[config.mk]
export PLATFORM = sky130hd
export DESIGN_NAME = updown_load_counter_flat
export DESIGN_NICKNAME = d
export VERILOG_FILES = /design/src/rtl/updown_load_counter_if.sv /design/src/rtl/updown_load_counter.sv /design/src/flat_wrapper.sv
export SDC_FILE = /design/constraint.sdc
export NUM_CORES = 1
export LEC_CHECK = 0
export ABC_AREA = 1
export ABC_CLOCK_PERIOD_IN_PS = 3800
export CORE_AREA = 2 2 39 41
export CTS_BUF_LIST = sky130_fd_sc_hd__clkbuf_8
export CTS_CLUSTER_SIZE = 28
export DETAILED_ROUTE_END_ITERATION = 16
export DIE_AREA = 0 0 41 43
export DONT_BUFFER_PORTS = 1
export GPL_TIMING_DRIVEN = 1
export MAX_ROUTING_LAYER = met4
export PLACE_DENSITY_LB_ADDON = 0.2
export SLEW_MARGIN = 10
export SYNTH_ARGS = -nofsm -noshare
export SYNTH_HDL_FRONTEND = slang
export SYNTH_SLANG_ARGS = --single-unit
[constraint.sdc]
create_clock -name clk -period 3.8 [get_ports clk]
set_input_delay 0.19 -clock clk [delete_from_list [all_inputs] [get_ports clk]]
set_output_delay 0.19 -clock clk [all_outputs]
set_load 0.005 [all_outputs]
[src/rtl/updown_load_counter_if.sv]
// Command/status bundle for updown_load_counter.
// Latency: not applicable (wires only).
// Backpressure: none; commands are sampled every cycle.
//
// Signals:
//   load, up, down : command requests (driven by master)
//   in             : load value, WIDTH bits (driven by master)
//   count          : registered count, WIDTH bits (driven by slave)
//   high, low      : count-at-max / count-at-zero decodes (driven by slave)
interface updown_load_counter_if #(
  parameter int WIDTH = 4
);
  logic             load;
  logic             up;
  logic             down;
  logic [WIDTH-1:0] in;
  logic [WIDTH-1:0] count;
  logic             high;
  logic             low;

  // Command source side.
  modport master (
    output load, up, down, in,
    input  count, high, low
  );

  // Counter side.
  modport slave (
    input  load, up, down, in,
    output count, high, low
  );
endinterface

[src/rtl/updown_load_counter.sv]
// Loadable up/down counter with at-max / at-zero flags.
// Latency: 1 cycle; a command sampled at a rising edge is visible right after it.
// Backpressure: none; one command accepted every cycle.
//
// Ports:
//   clk   : sole clock, rising edge
//   rst   : asynchronous, active-low reset (count forced to 0)
//   intf  : updown_load_counter_if.slave (load/up/down/in in, count/high/low out)
//
// Build option: define COUNTER_WRAP_EN to make increment at max wrap to 0 and
// decrement at 0 wrap to max instead of saturating.
module updown_load_counter #(
  parameter int WIDTH = 4
) (
  input  logic                     clk,
  input  logic                     rst,
  updown_load_counter_if.slave     intf
);

  localparam logic [WIDTH-1:0] CNT_MAX  = '1;
  localparam logic [WIDTH-1:0] CNT_ZERO = '0;
  localparam logic [WIDTH-1:0] CNT_ONE  = WIDTH'(1);

  logic [WIDTH-1:0] count_q;
  logic [WIDTH-1:0] count_d;
  logic             at_max;
  logic             at_min;

  // Flags decode only the register, so input activity cannot glitch them.
  assign at_max = (count_q == CNT_MAX);
  assign at_min = (count_q == CNT_ZERO);

  // Next-count selection: load wins, then a lone up or a lone down;
  // up together with down, or no request, holds.
  always_comb begin
    count_d = count_q;
    if (intf.load) begin
      count_d = intf.in;
    end else if (intf.up && !intf.down) begin
`ifdef COUNTER_WRAP_EN
      count_d = count_q + CNT_ONE;
`else
      if (!at_max) begin
        count_d = count_q + CNT_ONE;
      end
`endif
    end else if (intf.down && !intf.up) begin
`ifdef COUNTER_WRAP_EN
      count_d = count_q - CNT_ONE;
`else
      if (!at_min) begin
        count_d = count_q - CNT_ONE;
      end
`endif
    end
  end

  always_ff @(posedge clk or negedge rst) begin
    if (!rst) begin
      count_q <= CNT_ZERO;
    end else begin
      count_q <= count_d;
    end
  end

  assign intf.count = count_q;
  assign intf.high  = at_max;
  assign intf.low   = at_min;

endmodule

[src/flat_wrapper.sv]
// flat-port wrapper written by rule: the top's interface ports become plain ports
module updown_load_counter_flat 
#(
  parameter int WIDTH = 4
)
  (clk, rst, intf_load, intf_up, intf_down, intf_in, intf_count, intf_high, intf_low);
  updown_load_counter_if #(.WIDTH(WIDTH)) intf_i ();
  input  logic clk;
  input  logic rst;
  input wire logic [$bits(intf_i.load)-1:0] intf_load;
  input wire logic [$bits(intf_i.up)-1:0] intf_up;
  input wire logic [$bits(intf_i.down)-1:0] intf_down;
  input wire logic [$bits(intf_i.in)-1:0] intf_in;
  output wire logic [$bits(intf_i.count)-1:0] intf_count;
  output wire logic [$bits(intf_i.high)-1:0] intf_high;
  output wire logic [$bits(intf_i.low)-1:0] intf_low;
  assign intf_i.load = intf_load;
  assign intf_i.up = intf_up;
  assign intf_i.down = intf_down;
  assign intf_i.in = intf_in;
  assign intf_count = intf_i.count;
  assign intf_high = intf_i.high;
  assign intf_low = intf_i.low;
  updown_load_counter #(.WIDTH(WIDTH)) u_core (.clk(clk), .rst(rst), .intf(intf_i));
endmodule
==> metrics, run 1 <==
status=completed; Post-Syn Instances=62; pre-CTS setup slack=2.340 ns; leakage=0.2745 nW; initial antenna violation count=0; max reg flops=4; DR WL/cell=10.98 µm; Starting DRT DRC Count=4; Critical Path Fanout Max=6; endpoints failing hold=0; Post-DRT Antenna Nets=0; WP data required=3.90 ns; final wirelength=900 µm; crit start category=flop; wire length of the first global-routing pass=1428 µm; router iterations before antenna repair=2; CP most frequent cell=nand2_1; nets=79; Die Width=41 µm; Mapped Area=385.4 µm²; final max-slew violation count=0; Final Skew=0.005726 ns; Slew HR=81.71%; PnR worst setup slack=2.308 ns; CTS Hold Bufs=1; clock root cell=clkbuf_8; routed vias/inst=4.524; fin crit period=1.492 ns; crit path DAT=1.59 ns; area delta synth->final=18.51%; routability cong.=0.6684; Fmax=0.6701 GHz; H-tree Lvls=1; CP max-delay cell=dfrtp_1; Netlist cell types=15; total CTS buffers=3; Worst Path Buf+Inv=3; share of layout cells above drive strength 1=12.12%; Synth area leaders=dfrtp_1 (26%), nand2_1 (20%), inv_1 (15%); drt drc=0; Worst Setup End Kind=flop; largest net degree at the start of global routing=8; VDD IR-drop max=281.1 µV; Reg clk slew, reported paths=0.03 ns; crit path kind=flop to flop; die footprint=1763 µm²; Ant. Diodes=0; MaxCap Viol Count=0; chip height=43 µm; Syn Nets=73; Fin Setup TNS=0 ns; count of final setup violators=0; core area=1384 µm²; Port Buffers=0; vias in the first global route=335; Yosys top cell by area=dfrtp_1; Tcrit/Tclk final=39.27%; Worst path top cell family by delay=flip-flops; worst hold path class=input port to flop; Sink Count=4; # IOs=15; Worst path max stage delay=0.45 ns; setup bufs post-CTS=0; PwrDens=520.7 nW/µm²; top cell type's share of synthesized area=25.97%; Slew @ Worst Pin=0.2740 ns; CP Cell Sequence=inv_1 > nand3_1 > nand2_1 > inv_1 > ha_1 > inv_1 > nand2_1 > xnor2_1 > nand2_1 > nand3_1 > nand2_1; clk_lat worst skew=0.22 ns; total track usage=12.19%; cts repair resizes=0; Synth Area per Inst=6.216 µm²; CTS tree=yes; post-synthesis sequential area ratio=25.97%; initial core utilization=27.85%; RSZ-0062 raised after global routing=no; via count=371; row cnt=14; Post-DP HPWL=691.4 µm; Ys Warns=0; register bit total from synthesis=4; GRT overflow=0; Clock Tree Buf Depth=2
synth_stat cells:
library cell,n
nor2_1,3
ha_1,2
a31oi_1,1
or2_2,1
o21ai_2,1
nand3_4,1
nand3_1,6
xnor2_1,1
inv_1,15
nand3b_1,1
nand2_2,2
nand4_1,1
dfrtp_1,4
nand2_1,21
o21ai_0,2
metrics by stage:
stage	std cells	power [W]	hold slack [ns]	cell area, µm²	utilization (%)
after floorplan	62	0.0001311	-0.1056	385.4	-
after global placement	78	0.0001470	-0.1054	405.4	29.29
after detailed placement	78	0.0001464	-0.1054	405.4	29.29
after CTS	82	0.0002420	0.1329	456.7	33.00
after global routing	82	0.0002624	0.1393	456.7	33.00
final	82	0.0002378	0.1331	456.7	33.00
layout by cell type, fill, tap and decap left out:
master,instances
xnor2_1,1
nand3_1,6
o21ai_0,2
nand3_4,1
clkbuf_8,3
dfrtp_1,4
nand3b_1,1
or2_2,1
o21ai_2,1
nand2_2,2
nand2_1,21
nand4_1,1
nor2_1,3
inv_1,15
ha_1,2
a31oi_1,1
dlygate4sd3_1,1
metal layers:
| layer | vias to the layer above | wire length, µm | global-route usage, % |
|---|---|---|---|
| li1 | 197 | - | - |
| met1 | 163 | 430 | 15.31 |
| met2 | 11 | 425 | 18.44 |
| met3 | 0 | 45 | 4.712 |
| met4 | 0 | 0 | 2.000 |
| met5 | - | 0 | - |
power by group:
| part | internal, W | leakage, nW | switching [W] |
|---|---|---|---|
| logic | 0.0000323 | 0.206 | 0.0000449 |
| clock network | 0.0000675 | 0.0216 | 0.0000211 |
| registers | 0.0000529 | 0.0472 | 0.0000191 |
| total | 0.000153 | 0.274 | 0.0000851 |
cell type report:
type / count / area (µm²)
inverter: 15 / 56.30
timing repair buffer: 1 / 10.01
fill: 174 / 927.1
tap: 16 / 20.02
sequential: 4 / 100.1
multi-input combinational: 43 / 229.0
clock buffer: 3 / 41.29
kinds of logic after synthesis:
family / Yosys count / synth area share [%]
compound gates: 4 / 6.495
simple gates: 36 / 44.16
xor+xnor: 1 / 2.273
flops: 4 / 25.98
buf+inv: 15 / 14.61
fa+ha+maj: 2 / 6.492
worst paths after layout:
check / startpoint / endpoint / slack [ns] / depth (start not counted)
setup reg to reg: u_core.intf.count[1] / u_core.intf.count[2] / 2.31 / 11
setup / recovery: u_core.intf.count[1] / u_core.intf.count[2] / 2.31 / 11
max in group asynchronous: rst / u_core.intf.count[2] / 3.36 / 1
min in group asynchronous: rst / u_core.intf.count[3] / 0.25 / 1
hold / removal: intf_load / u_core.intf.count[1] / 0.13 / 2
hold reg to reg: u_core.intf.count[2] / u_core.intf.count[2] / 0.59 / 2
Note: power is estimated with default switching activity, not from simulation.
==> run 2, diff against run 1 <==
--- a/config.mk
+++ b/config.mk
@@ -6,7 +6,7 @@
 export NUM_CORES = 1
 export LEC_CHECK = 0
 export ABC_AREA = 1
-export ABC_CLOCK_PERIOD_IN_PS = 3800
+export ABC_CLOCK_PERIOD_IN_PS = 1240
 export CORE_AREA = 2 2 39 41
 export CTS_BUF_LIST = sky130_fd_sc_hd__clkbuf_8
 export CTS_CLUSTER_SIZE = 28
==> constraint.sdc (replaced) <==
create_clock -name clk -period 1.24 [get_ports clk]
set_input_delay 0.062 -clock clk [delete_from_list [all_inputs] [get_ports clk]]
set_output_delay 0.062 -clock clk [all_outputs]
set_load 0.005 [all_outputs]
==> run 2 against run 1 <==
The flow now finishes with violations (setup timing). Critical path type unchanged. Combinational power increased to 6.2 times the previous value. Register-to-register slack lost 2.4 ns. Global-route usage rose by 0.85 points. Largest cell class unchanged. Hold slack worse by 0.11 ns.
==> metrics, run 2 (synthesis results as in run 1) <==
status=finished, violations left (was completed); failing checks=setup timing; endpoints failing hold=0 (unchanged); total CTS buffers=3 (unchanged); Sink Count=4 (unchanged); DR WL/cell=10.52 µm (was 10.98 µm); via count=428 (was 371); Clock Tree Buf Depth=2 (unchanged); final max-slew violation count=0 (unchanged); routed vias/inst=4.505 (was 4.524); H-tree Lvls=1 (unchanged); CP max-delay cell=dfrtp_1 (unchanged); VDD IR-drop max=748.6 µV (was 281.1 µV); router iterations before antenna repair=3 (was 2); row cnt=14 (unchanged); Post-DRT Antenna Nets=0 (unchanged); sequential cell area=100.1 µm² (unchanged); crit path kind=flop to flop (unchanged); chip height=43 µm (unchanged); Filler Cells Inserted=147 (was 174); Fmax=0.7383 GHz (was 0.6701 GHz); share of layout cells above drive strength 1=43.04% (was 12.12%); wire length of the first global-routing pass=1490 µm (was 1428 µm); WHS Endpoint=u_core.intf.count[1] (unchanged); PnR worst setup slack=-0.1145 ns (was 2.308 ns); worst hold path class=input port to flop (unchanged); clk_lat worst skew=0.21 ns (was 0.22 ns); PwrDens=1503 nW/µm² (was 520.7 nW/µm²); initial antenna violation count=0 (unchanged); Slew @ Worst Pin=0.2552 ns (was 0.2740 ns); fin crit period=1.355 ns (was 1.492 ns); final wirelength=999 µm (was 900 µm); clock root cell=clkbuf_8 (unchanged); total power=0.0009552 W (was 0.0002378 W); Reg clk slew, reported paths=0.03 ns (about the same); CP Cell Sequence=ha_4 > nand2_1 > nand3b_1 > nand3_1 > nand3_1 > nand2_1 > nand2_1 (was inv_1 > nand3_1 > nand2_1 > inv_1 > ha_1 > inv_1 > nand2_1 > xnor2_1 > nand2_1 > nand3_1 > nand2_1); Final Skew=0.0003400 ns (was 0.005726 ns); RSZ-0062 raised after global routing=yes (was no); Post-DP HPWL=733 µm (was 691.4 µm); Tcrit/Tclk final=109.2% (was 39.27%); commonest cells after routing, fill and taps aside=nand2_1 (18), inv_1 (11), buf_4 (10) (was nand2_1 (21), inv_1 (15), nand3_1 (6), dfrtp_1 (4)); largest net degree at the start of global routing=8 (unchanged); area delta synth->final=64.93% (was 18.51%); nets=92 (was 79); GRT overflow=0 (unchanged); drt drc=0 (unchanged); R2R cell count=7 (was 11); crit path DAT=1.45 ns (was 1.59 ns); core area=1384 µm² (unchanged); routability cong.=0.7043 (was 0.6684); count of final setup violators=3 (was 0); leakage=0.3465 nW (was 0.2745 nW); Slew HR=82.97% (was 81.71%); R2R Path Start=u_core.intf.count[2] (was u_core.intf.count[1]); initial core utilization=27.85% (unchanged); Worst path max stage delay=0.41 ns (was 0.45 ns); R2R Setup Slk=-0.11 ns (was 2.31 ns); die footprint=1763 µm² (unchanged); CP most frequent cell=nand2_1 (unchanged); total track usage=13.04% (was 12.19%); Critical Path Fanout Max=3 (was 6); Ant. Diodes=0 (unchanged); Worst Setup End Kind=flop (unchanged); Die Width=41 µm (unchanged); max reg flops=4 (unchanged); # IOs=15 (unchanged); Port Buffers=0 (unchanged); most common cell after layout, fill and taps aside=nand2_1 (unchanged); crit start category=flop (unchanged); R2R Path End=u_core.intf.count[3] (was u_core.intf.count[2]); Starting DRT DRC Count=3 (was 4); Min-Delay Startpoint=intf_load (unchanged); Fin Setup TNS=-0.2125 ns (was 0 ns); CTS tree=yes (unchanged); MaxCap Viol Count=0 (unchanged); hold depth=2 (unchanged); area of the multi-input gates=299.0 µm² (was 229.0 µm²); WP data required=1.34 ns (was 3.90 ns); vias in the first global route=397 (was 335)
==> run 2: per-layer routing <==
layer  part of all wire (%)  track usage, %
met1                     40           14.10
met2                     52           20.63
met3                    5.9           2.618
met4                    1.4           8.000
met5                      0               -
==> run 2: cell type report <==
cell class                 count  area share (%)
inverter                      15           8.858
multi-input combinational     43           47.05
sequential                     4           15.75
timing repair buffer          14           18.70
tap                           16           3.150
clock buffer                   3           6.496
==> run 2: through the flow <==
step | setup slack, ns | util (%) | std cells | hold WS (ns) | area, µm²
floorplan | -0.08374 | - | 62 | -0.2336 | 385.4
global placement | -0.1625 | 34.72 | 88 | -0.2335 | 480.5
detailed placement | -0.1572 | 34.72 | 88 | -0.2335 | 480.5
CTS | -0.1388 | 40.78 | 95 | 0.01754 | 564.3
global route | -0.2209 | 45.93 | 95 | 0.02711 | 635.6
finish | -0.1145 | 45.93 | 95 | 0.01958 | 635.6
==> run 2: timing repair <==
action | 4_1_cts | 5_1_grt
hold endpoints to repair | 4 | 0
hold buffers | 1 | 0
pin swaps | 7 | 12
setup endpoints to repair | 4 | 5
gates resized for setup | 4 | 16
buffers inserted | 3 | 1
==> run 2: power breakdown <==
| part | internal, W | switching [W] | total [W] |
|---|---|---|---|
| Combinational | 0.000251 | 0.000228 | 0.000479 |
| Sequential | 0.000162 | 0.0000469 | 0.000209 |
| Clock | 0.000206 | 0.0000609 | 0.000267 |
| Total | 0.000620 | 0.000336 | 0.000955 |
==> run 2: worst max-delay path by stage <==
stage,startpoint,cells after the start,endpoint,slack [ns]
floorplan,u_core.intf.count[1],11,u_core.intf.count[2],-0.08
global placement,u_core.intf.count[1],11,u_core.intf.count[2],-0.16
detailed placement,u_core.intf.count[1],11,u_core.intf.count[2],-0.16
CTS,u_core.intf.count[1],11,u_core.intf.count[2],-0.14
global route,u_core.intf.count[1],11,u_core.intf.count[2],-0.22
finish,u_core.intf.count[2],7,u_core.intf.count[3],-0.11
==> run 2: critical path, delay by kind of cell, from the launching register on <==
kind / cells / cell delay (ns)
fa+ha+maj: 1 / 0.29
simple gates: 6 / 0.54
flops: 1 / 0.41
==> run 3, diff against run 2 <==
--- a/config.mk
+++ b/config.mk
@@ -5,7 +5,6 @@
 export SDC_FILE = /design/constraint.sdc
 export NUM_CORES = 1
 export LEC_CHECK = 0
-export ABC_AREA = 1
 export ABC_CLOCK_PERIOD_IN_PS = 1240
 export CORE_AREA = 2 2 39 41
 export CTS_BUF_LIST = sky130_fd_sc_hd__clkbuf_8
@@ -13,6 +12,7 @@
 export DETAILED_ROUTE_END_ITERATION = 16
 export DIE_AREA = 0 0 41 43
 export DONT_BUFFER_PORTS = 1
+export GPL_ROUTABILITY_DRIVEN = 0
 export GPL_TIMING_DRIVEN = 1
 export MAX_ROUTING_LAYER = met4
 export PLACE_DENSITY_LB_ADDON = 0.2
==> run 3 against run 2 <==
The run still ends with setup timing left. Register-to-register slack worse by 0.25 ns. Worst setup slack got worse by 0.25 ns. Combinational power fell by 24%. Clock skew increased by 0.0023 ns. Global-route usage down 0.53 points. Sequential share of layout area up 1.9 points. Largest power group unchanged. Highest routed layer unchanged.
==> metrics, run 3 <==
status=finished, violations left (unchanged); failing checks=setup timing (unchanged); endpoints failing hold=0 (unchanged); initial antenna violation count=0 (unchanged); final max-slew violation count=0 (unchanged); chip height=43 µm (unchanged); pre-CTS setup slack=-0.4008 ns (was -0.1572 ns); VDD IR-drop max=797.3 µV (was 748.6 µV); Post-synth top cells=o21ai_0 (5), dfrtp_1 (4), nand2_1 (3) (was nand2_1 (21), inv_1 (15), nand3_1 (6)); Synth area leaders=dfrtp_1 (32%), ha_1 (8.0%), o21ai_0 (8.0%) (was dfrtp_1 (26%), nand2_1 (20%), inv_1 (15%)); Worst Setup End Kind=flop (unchanged); PwrDens=1460 nW/µm² (was 1503 nW/µm²); total track usage=12.51% (was 13.04%); Tcrit/Tclk final=129.7% (was 109.2%); GRT overflow=0 (unchanged); max reg flops=4 (unchanged); leakage=0.2530 nW (was 0.3465 nW); Post-DP HPWL=601.7 µm (was 733 µm); Sink Count=4 (unchanged); WP data required=1.34 ns (about the same); R2R cell count=6 (was 7); Fin Setup TNS=-0.9334 ns (was -0.2125 ns); PnR worst setup slack=-0.3688 ns (was -0.1145 ns); crit start category=flop (unchanged); Critical Path Fanout Max=4 (was 3); nets=66 (was 92); Mapped Area=312.8 µm² (was 385.4 µm²); Final Skew=0.002623 ns (was 0.0003400 ns); Yosys top cell by area=dfrtp_1 (unchanged); Post-Syn Instances=31 (was 62); routed vias/inst=4.429 (was 4.505); EDFF count, synth=0 (unchanged); Fmax=0.6216 GHz (was 0.7383 GHz); commonest cells after routing, fill and taps aside=buf_4 (11), dlygate4sd3_1 (7) (was nand2_1 (18), inv_1 (11), buf_4 (10)); Min Hold Slack=0.1095 ns (was 0.01958 ns); fin crit period=1.609 ns (was 1.355 ns); Port Buffers=0 (unchanged); CTS tree=yes (unchanged); R2R Path End=u_core.intf.count[2] (was u_core.intf.count[3]); register bit total from synthesis=4 (unchanged); Clock Tree Buf Depth=2 (unchanged); Synth Area per Inst=10.09 µm² (was 6.216 µm²); Post-synth ARST share=100.0% (unchanged); ys flop type=dfrtp_1 (unchanged); share of layout cells above drive strength 1=53.70% (was 43.04%); H-tree Lvls=1 (unchanged); initial core utilization=22.60% (was 27.85%); Ys Warns=0 (unchanged); most common cell after layout, fill and taps aside=buf_4 (was nand2_1); router iterations before antenna repair=3 (unchanged); # IOs=15 (unchanged); largest net degree at the start of global routing=7 (was 8); MaxCap Viol Count=0 (unchanged); Slew @ Worst Pin=0.2420 ns (was 0.2552 ns); count of final setup violators=5 (was 3); cell with the most instances after synthesis=o21ai_0 (was nand2_1); Starting DRT DRC Count=4 (was 3); RSZ-0062 raised after global routing=yes (unchanged); top cell type's share of synthesized area=32.00% (was 25.97%); core area=1384 µm² (unchanged); vias in the first global route=353 (was 397); Post-DRT Antenna Nets=0 (unchanged); crit path from=u_core.intf.count[1] (was u_core.intf.count[2]); Placed Cells=58 (was 88); area delta synth->final=88.00% (was 64.93%); R2R Path Start=u_core.intf.count[1] (was u_core.intf.count[2]); Non-Filler Instances=70 (was 95); drt drc=0 (unchanged); R2R Setup Slk=-0.37 ns (was -0.11 ns); crit path kind=flop to flop (unchanged); Ant. Diodes=0 (unchanged); die footprint=1763 µm² (unchanged); DR WL/cell=11.46 µm (was 10.52 µm); final wirelength=802 µm (was 999 µm); clock root cell=clkbuf_8 (unchanged); via count=310 (was 428); Reg clk slew, reported paths=0.03 ns (about the same); Netlist cell types=18 (was 15); wire length of the first global-routing pass=1400 µm (was 1490 µm); clk_lat worst skew=0.22 ns (was 0.21 ns); worst hold path class=input port to asynchronous set/reset pin (was input port to flop); total CTS buffers=3 (unchanged); Slew HR=83.75% (was 82.97%); post-synthesis sequential area ratio=32.00% (was 25.97%); crit path DAT=1.71 ns (was 1.45 ns); Die Width=41 µm (unchanged); Syn Nets=42 (was 73); post-layout util=42.50% (was 45.93%); row cnt=14 (unchanged)
==> run 3: changes by cell type after synthesis, sizes merged, moves of 2 or more <==
| cell | previous run | this run |
|---|---|---|
| nand2 | 23 | 3 |
| inv | 15 | 0 |
| nand3 | 7 | 0 |
| mux2 | 0 | 2 |
| nand2b | 0 | 2 |
| nor2 | 3 | 1 |
| o21ai | 3 | 5 |
| xor2 | 0 | 2 |
==> run 3: logic make-up after synthesis <==
logic type | share of synthesized area, %
AO/OA/AOI/OAI | 15.60
XOR/XNOR | 11.20
adder cells (fa/ha/maj) | 7.999
buffers and inverters | 1.598
flip-flops | 32.00
multiplexers | 10.40
AND/OR/NAND/NOR | 21.20
==> run 3: metrics by stage <==
stage	instance area (µm²)	total power (W)
CTS	566.8	0.0008436
finish	588.1	0.0008587
floorplan	324.1	0.0003619
global placement	429.2	0.0004779
detailed placement	429.2	0.0004823
global route	588.1	0.0009167
==> run 3: worst max-delay path by stage <==
stage	endpoint	slack (ns)
5_1_grt	u_core.intf.count[2]	-0.41
6_report	u_core.intf.count[2]	-0.37
3_5_place_dp	u_core.intf.count[3]	-0.40
2_1_floorplan	u_core.intf.count[2]	-0.35
4_1_cts	u_core.intf.count[2]	-0.37
3_3_place_gp	u_core.intf.count[3]	-0.37
==> run 3: final cells by class <==
type / instances / area [µm²]
Clock buffer: 3 / 41.29
Clock inverter: 1 / 3.754
Fill cell: 143 / 795.8
Multi-Input combinational cell: 26 / 244.0
Sequential cell: 4 / 103.9
Tap cell: 16 / 20.02
Timing Repair Buffer: 20 / 175.2
==> run 3: repair_timing <==
item / 4_1_cts / 5_1_grt
setup buffers: 0 / 1
endpoints found under the setup margin: 5 / 5
pin swaps: 3 / 6
gates resized for setup: 9 / 2
hold buffers: 6 / 1
endpoints found under the hold margin: 8 / 1
==> run 3: report_power, final <==
group | switching (W) | total [W] | internal (W) | leakage, nW
Sequential | 0.0000481 | 0.000210 | 0.000162 | 0.0446
Combinational | 0.000140 | 0.000366 | 0.000226 | 0.182
Clock | 0.0000717 | 0.000283 | 0.000211 | 0.0269
Total | 0.000260 | 0.000859 | 0.000599 | 0.253
==> run 3: metal layers <==
layer / wire, µm / part of all wire [%] / global-route usage (%)
met1: 300 / 37 / 13.73
met2: 432 / 54 / 18.13
met3: 54 / 6.7 / 3.141
met4: 14 / 1.7 / 10.00
met5: 0 / 0 / -
==> run 3: critical path: stages, from the launching register on <==
cell and delay [ns]:
dfrtp_2 0.42, xor2_1 0.15, ha_2 0.18, a21oi_2 0.12
xnor2_1 0.09, mux2_4 0.27, mux2_2 0.26
